==> config.mk <==
export PLATFORM = sky130hd
export DESIGN_NAME = input_buffer_sched
export DESIGN_NICKNAME = d
export VERILOG_FILES = /design/src/rtl/input_buffer_sched.sv
export SDC_FILE = /design/constraint.sdc
export NUM_CORES = 1
export LEC_CHECK = 0
export ABC_AREA = 1
export BUFFER_PORTS_ARGS = -buffer_cell sky130_fd_sc_hd__buf_2
export CAP_MARGIN = 20
export CELL_PAD_IN_SITES_DETAIL_PLACEMENT = 2
export CELL_PAD_IN_SITES_GLOBAL_PLACEMENT = 2
export CORE_ASPECT_RATIO = 0.5
export CORE_MARGIN = 1
export CORE_UTILIZATION = 24
export DETAILED_ROUTE_END_ITERATION = 10
export HOLD_SLACK_MARGIN = 0.03
export PLACE_DENSITY_LB_ADDON = 0.1
export SLEW_MARGIN = 20
export SYNTH_ARGS = -nofsm -noshare
export SYNTH_HDL_FRONTEND = slang
export SYNTH_SLANG_ARGS = --single-unit
==> constraint.sdc <==
create_clock -name clk -period 2.75 [get_ports clk]
set_input_delay 0.825 -clock clk [delete_from_list [all_inputs] [get_ports clk]]
set_output_delay 0.825 -clock clk [all_outputs]
set_load 0.01 [all_outputs]
==> src/rtl/input_buffer_sched.sv <==
// input_buffer_sched: write/read scheduler for the input-buffer dual-port RAM.
// The loader stream fills the buffer as a circular FIFO. On start, a
// fixed-length read burst is issued to the MAC array.
// Optional feature macro: INBUF_SCHED_REPLAY_EN. When it is defined, a burst
// with keep=1 reads the window without freeing it, so the window can be replayed.
module input_buffer_sched #(
  parameter int DATA_WIDTH = 16,
  parameter int ADDR_WIDTH = 4
) (
  input  logic                         clk,
  input  logic                         rst,
  input  logic                         in_valid,
  output logic                         in_ready,
  input  logic signed [DATA_WIDTH-1:0] in_data,
  input  logic                         start,
  input  logic [ADDR_WIDTH:0]          burst_len,
  input  logic                         keep,
  output logic                         busy,
  output logic                         done,
  output logic                         err_start,
  output logic                         out_valid,
  output logic signed [DATA_WIDTH-1:0] out_data,
  output logic                         buf_wr_en,
  output logic [ADDR_WIDTH-1:0]        buf_wr_addr,
  output logic [DATA_WIDTH-1:0]        buf_wr_data,
  output logic                         buf_rd_en,
  output logic [ADDR_WIDTH-1:0]        buf_rd_addr,
  input  logic [DATA_WIDTH-1:0]        buf_rd_data,
  output logic [ADDR_WIDTH:0]          count,
  output logic                         full,
  output logic                         empty
);

  localparam logic [ADDR_WIDTH:0] DEPTH_W = {1'b1, {ADDR_WIDTH{1'b0}}};

  typedef enum logic [1:0] {IDLE, BURST, DRAIN} state_t;

  state_t                state;
  logic [ADDR_WIDTH-1:0] wr_ptr, rd_ptr, idx;
  logic [ADDR_WIDTH:0]   len_q;
  logic                  keep_q;
  logic                  vld_q;
  logic                  accept, pop, start_ok;

  assign full      = (count == DEPTH_W);
  assign empty     = (count == '0);
  assign in_ready  = !full;
  assign accept    = in_valid & in_ready;

  assign buf_wr_en   = accept;
  assign buf_wr_addr = wr_ptr;
  assign buf_wr_data = accept ? in_data : '0;

  assign busy      = (state != IDLE);
  assign done      = (state == DRAIN);
  assign buf_rd_en = (state == BURST);
  assign pop       = buf_rd_en & !keep_q;

  // The start check uses the count at the sampling edge. A word written in
  // that same cycle is not yet visible, so a burst never overruns the data.
  assign start_ok  = (burst_len != '0) && (burst_len <= count);

  assign out_valid = vld_q;
  assign out_data  = vld_q ? buf_rd_data : '0;

`ifdef INBUF_SCHED_REPLAY_EN
  // A replay burst walks forward from the head and leaves rd_ptr in place.
  assign buf_rd_addr = keep_q ? rd_ptr + idx : rd_ptr;

  // keep is captured only when a burst is accepted.
  always_ff @(posedge clk or posedge rst) begin
    if (rst)                                 keep_q <= 1'b0;
    else if (state == IDLE && start && start_ok) keep_q <= keep;
  end
`else
  logic unused_keep;
  assign unused_keep = keep;
  assign keep_q      = 1'b0;
  assign buf_rd_addr = rd_ptr;
`endif

  // Burst sequencing: IDLE -> BURST for len cycles -> DRAIN for one cycle.
  always_ff @(posedge clk or posedge rst) begin
    if (rst) begin
      state     <= IDLE;
      len_q     <= '0;
      idx       <= '0;
      err_start <= 1'b0;
    end else begin
      err_start <= 1'b0;
      case (state)
        IDLE: if (start) begin
          if (start_ok) begin
            len_q <= burst_len;
            idx   <= '0;
            state <= BURST;
          end else begin
            err_start <= 1'b1;
          end
        end
        BURST: begin
          idx <= idx + 1'b1;
          if ({1'b0, idx} == len_q - 1'b1) state <= DRAIN;
        end
        DRAIN: begin
          idx   <= '0;
          state <= IDLE;
        end
        default: state <= IDLE;
      endcase
    end
  end

  // Pointers and occupancy. A write and a pop in the same cycle cancel out.
  always_ff @(posedge clk or posedge rst) begin
    if (rst) begin
      wr_ptr <= '0;
      rd_ptr <= '0;
      count  <= '0;
    end else begin
      if (accept) wr_ptr <= wr_ptr + 1'b1;
      if (pop)    rd_ptr <= rd_ptr + 1'b1;
      count <= count + {{ADDR_WIDTH{1'b0}}, accept} - {{ADDR_WIDTH{1'b0}}, pop};
    end
  end

  // The RAM has one cycle of read latency, so out_valid trails the read enable by one cycle.
  always_ff @(posedge clk or posedge rst) begin
    if (rst) vld_q <= 1'b0;
    else     vld_q <= buf_rd_en;
  end

endmodule

## After elaboration in Yosys (flattened, before gate mapping)

Cells that the tools add are included.
Widths: inputs -> output; s select.

| storage, ports and cells | value |
|---|---|
| logic and storage cells | 45 |
| bits of input ports | 42 |
| register bits after elaboration | 26 |
| output and inout port bits | 54 |

| cells by class | value |
|---|---|
| order comparisons | 1 |
| eq/ne operators | 7 |
| multiplexer cells | 12 |
| reduce and logical (&&, ||, !) cells | 10 |
| bitwise gates (word level) | 1 |
| add/sub/neg operators | 6 |

Operator list:

| operator | count |
|---|---|
| $mux 16 | 2 |
| $add 4x1->4 const B | 3 |
| $pmux 4 s3 | 1 |
| $reduce_and 3->1 | 3 |
| $mux 4 | 2 |
| $mux 2 | 3 |
| $add 5x1->5 | 1 |
| $eq 4x5->1 | 1 |
| $eq 5x5->1 const B | 1 |
| $le 5x5->1 | 1 |
| $logic_not 5->1 | 1 |
| $reduce_bool 5->1 | 1 |
| $sub 5x1->5 | 1 |
| $sub 5x1->5 const B | 1 |
| $ne 2x2->1 const B | 2 |
| $pmux 2 s2 | 1 |
| $mux 1 | 3 |
| $reduce_bool 3->1 | 1 |
| $eq 2x1->1 const B | 1 |
| $eq 2x2->1 const B | 1 |
| $logic_not 2->1 | 1 |
| $ne 2x1->1 const B | 1 |
| $reduce_bool 2->1 | 1 |
| $and 1x1->1 | 1 |
| 2 further kinds | 2 |

## Depth between registers and ports, before layout

Gate-level depths: netlist of run 1.

| logic depth | value |
|---|---|
| depth after elaboration | 5 |
| mapped depth | 13 |
| depth with buffers taken out | 13 |

## Worst setup path after synthesis of run 1

Ideal clock, no wire load.

| timing | value |
|---|---|
| path kind | register to register |
| from | reg count[2] |
| to | reg count[4] |
| path buffers | 0 |
| arrival time | 2.066 ns |
| setup time | 0.128 ns |
| setup slack | 0.556 ns |
| clock period less this slack | 2.194 ns |
| required time | 2.622 ns |
| cell stages (with the launch flop) | 12 |
| path through | dfrtp_1 > inv_1 > ha_1 > nand4_2 > nand2_2 > inv_2 > ha_1 > inv_1 > fa_1 > o21ai_0 > a21oi_1 > xor2_1 |

| between the ends | value |
|---|---|
| longest elaborated chain between the ends | 5 |

Ends and longest elaborated chain:

| what | line | RTL |
|---|---|---|
| from (decl) | 29 | `output logic [ADDR_WIDTH:0] count,` |
| from (signal assigned) | 123 | `count <= count + {{ADDR_WIDTH{1'b0}}, accept} - {{ADDR_WIDTH{1'b0}}, pop};` |
| $eq 5x5->1 | 45 | `assign full = (count == DEPTH_W);` |
| $logic_not 1->1 | 47 | `assign in_ready = !full;` |
| via in_ready | 13 | `output logic in_ready,` |
| $and 1x1->1 | 48 | `assign accept = in_valid & in_ready;` |
| via buf_wr_en | 23 | `output logic buf_wr_en,` |
| $add 5x1->5 | 123 |  |
| $sub 5x1->5 | 123 |  |

The timed path passes the listed nets, and every way through them passes these cells.
A chain may end at the register's enable or synchronous reset.

## Worst setup path in the final report of run 1

| timing | value |
|---|---|
| from | reg count[3] |
| to | out buf_wr_data[15] |

| between the ends | value |
|---|---|
| longest elaborated chain between the ends | 4 |

Ends and longest elaborated chain:

| what | line | RTL |
|---|---|---|
| $eq 5x5->1 | 45 |  |
| $logic_not 1->1 | 47 |  |
| $and 1x1->1 | 48 |  |
| $mux 16 | 52 | `assign buf_wr_data = accept ? in_data : '0;` |
| to (decl) | 25 | `output logic [DATA_WIDTH-1:0] buf_wr_data,` |

Every way passes these cells.

==> results of run 1 <==
-- area by class of cell --
| cell class | count | area (µm²) |
|---|---|---|
| Multi-Input combinational cell | 164 | 985 |
| Clock inverter | 1 | 30.0 |
| Sequential cell | 26 | 651 |
| Clock buffer | 3 | 75.1 |
| Timing Repair Buffer | 97 | 493 |
| Tap cell | 108 | 135 |
| Inverter | 71 | 267 |
| Fill cell | 939 | 4930 |
-- layout by cell type, fill, tap and decap left out, types with 4 or more instances in the layout --
cell / count
xnor2_1: 6
nor2_1: 24
inv_1: 68
a21oi_1: 4
buf_2: 94
o21ai_2: 5
nand3_1: 13
ha_1: 19
nand2_2: 4
nand2_1: 71
xor2_1: 6
dfrtp_1: 26
-- sequential cells by signal (all words and copies together) (netlist names) --
register,count
buf_rd_addr,4
buf_wr_addr,4
count,5
err_start,1
idx,4
len_q,5
out_valid,1
state,2
-- critical path: stages, from the launching register on --
cell     delay (ns)
dfrtp_1        0.40
inv_1          0.12
ha_1           0.20
nand4_2        0.15
nand2_2        0.20
buf_4          0.21
nor2_1         0.05
buf_2          0.13
-- final timing paths --
| check | start | cells after the start | endpoint |
|---|---|---|---|
| min | buf_rd_addr[3]$_DFFE_PP0P_ | 1 | buf_rd_addr[3]$_DFFE_PP0P_ |
| max reg2reg | count[2]$_DFF_PP0_ | 11 | count[4]$_DFF_PP0_ |
| max | count[3]$_DFF_PP0_ | 7 | buf_wr_data[15] |
| min reg2reg | buf_rd_addr[3]$_DFFE_PP0P_ | 1 | buf_rd_addr[3]$_DFFE_PP0P_ |
| min in group asynchronous | rst | 3 | state[1]$_DFFE_PP0P_ |
| max in group asynchronous | rst | 3 | state[0]$_DFFE_PP0P_ |
-- metal layers --
layer,up-vias,routed length (µm),track usage
met5,-,0,0
met4,0,28,0.0265
met1,875,2270,0.145
met3,4,522,0.0432
li1,968,-,-
met2,75,2620,0.261
-- stage by stage --
stage	utilization	setup slack, ns
after floorplan	-	0.556
after detailed placement	0.334	0.300
after global routing	0.348	0.0252
final	0.348	0.191
after CTS	0.348	0.146
after global placement	0.334	0.383
-- kinds of logic after synthesis --
group,count (synthesis),share of synthesized area
xor gates and xnor gates,12,0.0544
adders and majority gates,20,0.133
buffers and inverters,76,0.154
AOI/OAI and AO/OA,11,0.0382
and+or+nand+nor,121,0.283
DFF,26,0.337
-- where the power goes --
group	switching [mW]	leakage, nW	internal, mW	total (mW)
Sequential	0.189	0.323	0.563	0.752
Combinational	0.915	1.32	0.621	1.54
Clock	0.137	0.0511	0.290	0.427
==> flow_summary.ini, run 1 <==
[pwr]
p_leak_nw = 1.69
peakVddDrop_v = 0.000308
p_per_area_nw_per_um2 = 1030
power.total_mw = 2.71

[run]
max_cap_violations = 0

[worst_setup_path]
path_class = reg -> out
cp.required_ns = 1.93
rrSetupSlack_ns = 0.42
arrival_ns = 1.73
cp-start-kind = flip-flop
crit_path_end_kind = output port
worstPathMaxFanout = 11

[clock_tree]
numCtsBuffers = 3
htree_num_levels = 1
post-cts-setup-buffer-count = 0
cts_buffer_depth = 2
cts_tree = done
cts.sinks = 26
clk_latency_ns = 0.26
ctsHoldBuffers = 0
cts-root-buf = clkbuf_16
clkTransAtPathRegs_ns = 0.07
cts_resized = 0

[timing]
slew_headroom = 0.690
fin_skew_ns = 0.00412
finalMaxSlewViolations = 0
fmax_ghz = 0.391
finalHoldViolCount = 0
fin_setup_tns_ns = 0
min_period_over_period = 0.931
setup_viol = 0
worst_hold_slack_ns = 0.471
rsz0062_at_grt = false
worst_pin_slew_ns = 0.464
fin_crit_ns = 2.56

[yosys]
synth_edf_count = 0
yosys.cell_types.count = 26
synth.top_cell.area_share = 0.337
synth_common_cells = nand2_1 (71), inv_1 (68), dfrtp_1 (26)
synth.avg_cell_area_um2 = 7.27
synth_most_common_cell = nand2_1
synth_seq_cells = 26
syn_area_um2 = 1930
async_flop_share = 1.00
netlist_instances = 266
yosys_most_used_dff = dfrtp_1
synth_top_area_cell = dfrtp_1
syn_nets = 328
synthTopCellsByArea = dfrtp_1 (34%), nand2_1 (14%), inv_1 (13%), ha_1 (12%), nor2_1 (4.7%)
yosys_warnings = 0
yosysSeqAreaShare = 0.337

[hold_path]
holdCritPathClass = reg -> reg

[cells_and_area]
area_growth_pct = 36.3
fin_cells = 470
drive_gt1_frac = 0.326
stdcell_area_um2 = 2640
fin_nets = 425
n_antenna_cell = 0

[die]
io_pins = 96
coreArea_um2 = 7570
die_h_um = 65.5
start_util = 0.255
die_x_um = 129
fp-row-count = 22
dieArea_um2 = 8440

[route]
wire_per_inst_um = 11.6
wirelength_um = 5440
routed-via-count = 1922
drc = 0
dr.pass1.iters = 4
vias_per_cell = 4.09
postRouteAntennaNets = 0
drt-initial-drc-count = 35

[placed_design]
gp_congestion = 0.719
post-dp-hpwl_um = 4610
placed_area_um2 = 2530
numPortBuffers = 94
dp.cells = 466

[grt]
grt_pass1_wl_um = 8920
grt_antenna_before_repair = 0
track_usage = 0.135
grt_overflow_total = 0
grt_pass1_vias = 2040
grt_start_max_net_pins = 27

[status]
status = finished clean
(Power assumes the default switching activity.)
==> run 2: changes to the inputs <==
--- a/config.mk
+++ b/config.mk
@@ -7,7 +7,7 @@
 export LEC_CHECK = 0
 export ABC_AREA = 1
 export BUFFER_PORTS_ARGS = -buffer_cell sky130_fd_sc_hd__buf_2
-export CAP_MARGIN = 20
+export CAP_MARGIN = 25
 export CELL_PAD_IN_SITES_DETAIL_PLACEMENT = 2
 export CELL_PAD_IN_SITES_GLOBAL_PLACEMENT = 2
 export CORE_ASPECT_RATIO = 0.5
@@ -16,6 +16,7 @@
 export DETAILED_ROUTE_END_ITERATION = 10
 export HOLD_SLACK_MARGIN = 0.03
 export PLACE_DENSITY_LB_ADDON = 0.1
+export RECOVER_POWER = 25
 export SLEW_MARGIN = 20
 export SYNTH_ARGS = -nofsm -noshare
 export SYNTH_HDL_FRONTEND = slang
==> run 2 against run 1 <==
Net effect:
- core utilization about the same
- largest power group unchanged
- sequential power about the same
- sequential share of layout area about the same
- largest cell class unchanged
- critical path depth unchanged
- global-route usage unchanged
- worst hold slack unchanged
- the flow now finishes with violations (capacitance limit, slew limit)
==> flow_summary.ini, run 2 (synthesized netlist as in run 1, its figures left out) <==
[hold_path]
holdCritPathClass = reg -> reg

[timing]
fin_skew_ns = 0.00412
min_period_over_period = 0.931
worst_pin_slew_ns = 1.50
slew_headroom = -0.00302
finalMaxSlewViolations = 26
fin_setup_tns_ns = 0
layout_setup_ws_ns = 0.191
fin_crit_ns = 2.56
fmax_ghz = 0.391
finalHoldViolCount = 0
setup_viol = 0
rsz0062_at_grt = false

[pwr]
p_per_area_nw_per_um2 = 1030
comb_power_share = 0.566
peakVddDrop_v = 0.000308
power.total_mw = 2.71
switching_share = 0.457
p_leak_nw = 1.69
clock_power_share = 0.157
power.sequential.fraction = 0.277
intPower_mw = 1.47
p_switching_mw = 1.24

[placed_design]
gp_congestion = 0.719
post-dp-hpwl_um = 4610
place_ws_ns = 0.300
numPortBuffers = 94
dp.cells = 466

[clock_tree]
cts_buffer_depth = 2
ctsHoldBuffers = 0
cts.sinks = 26
clkTransAtPathRegs_ns = 0.07
cts-root-buf = clkbuf_16
htree_num_levels = 1
numCtsBuffers = 3
cts_resized = 0
cts_tree = done
clk_latency_ns = 0.26
post-cts-setup-buffer-count = 0

[die]
coreArea_um2 = 7570
io_pins = 96
die_x_um = 129
die_h_um = 65.5
start_util = 0.255
dieArea_um2 = 8440
fp-row-count = 22

[route]
wirelength_um = 5430
routed-via-count = 1923
dr.pass1.iters = 4
drc = 0
wire_per_inst_um = 11.6
vias_per_cell = 4.09
drt-initial-drc-count = 35
postRouteAntennaNets = 0

[status]
violations = capacitance limit, slew limit
status = complete, but fails checks

[cells_and_area]
n_antenna_cell = 0
reg.largest.list = count (5), len_q (5)
drive_gt1_frac = 0.323
area_growth_pct = 36.1
final_common_cell = buf_2
fin_cells = 470
fin_nets = 425
mostFrequentLayoutCells = buf_2 (94), nand2_1 (71), inv_1 (68)

[grt]
grt_antenna_before_repair = 0
grt_pass1_vias = 2040
track_usage = 0.135
grt_start_max_net_pins = 27
grt_overflow_total = 0
grt_pass1_wl_um = 8920

[worst_setup_path]
worstPathMaxFanout = 11
cp.required_ns = 1.93
crit_path_end_kind = output port
rrSetupSlack_ns = 0.42
arrival_ns = 1.73
path_class = reg -> out
cp-start-kind = flip-flop

[run]
max_cap_violations = 1
run 2: worst paths after layout:
check,endpoint,depth (start not counted),start
max,buf_wr_data[15],7,count[3]$_DFF_PP0_
min,buf_rd_addr[3]$_DFFE_PP0P_,1,buf_rd_addr[3]$_DFFE_PP0P_
max reg2reg,count[4]$_DFF_PP0_,11,count[2]$_DFF_PP0_
min reg2reg,buf_rd_addr[3]$_DFFE_PP0P_,1,buf_rd_addr[3]$_DFFE_PP0P_
max in group asynchronous,state[0]$_DFFE_PP0P_,3,rst
min in group asynchronous,state[1]$_DFFE_PP0P_,3,rst
run 2: layout make-up:
class                   instances  area [µm²]
clock buffers                   3        75.1
clock inverters                 1        30.0
fillers                       938        4940
inverters                      71         267
multi-input cells             164         985
flip-flops and latches         26         651
well taps                     108         135
repair buffers                 97         489
run 2: metal layers:
metal / share of wire / wire length (µm) / vias up / global-route usage
met5: 0 / 0 / - / 0
met1: 0.42 / 2260 / 876 / 0.145
met3: 0.096 / 522 / 4 / 0.0432
met2: 0.48 / 2620 / 75 / 0.261
met4: 0.0052 / 28 / 0 / 0.0265
li1: - / - / 968 / -
run 2: critical path, stage by stage, from the launching register on:
cell and delay, ns:
dfrtp_1 0.40, inv_1 0.12, ha_1 0.20, nand4_2 0.15, nand2_2 0.20, buf_4 0.21
nor2_1 0.05, buf_2 0.13
run 2: power by group through the flow:
stage	Sequential, mW	Clock (mW)	Combinational [mW]
final	0.752	0.427	1.53
after detailed placement	0.768	0	1.57
after global placement	0.754	0	1.48
after CTS	0.762	0.440	1.59
after floorplan	0.755	0	1.04
after global routing	0.791	0.460	1.77
run 2: metrics by stage:
stage	util	instance area [µm²]	hold slack, ns
global route	0.348	2630	0.494
detailed placement	0.334	2530	0.470
global placement	0.334	2530	0.454
CTS	0.348	2640	0.479
finish	0.348	2630	0.471
floorplan	-	1930	0.463
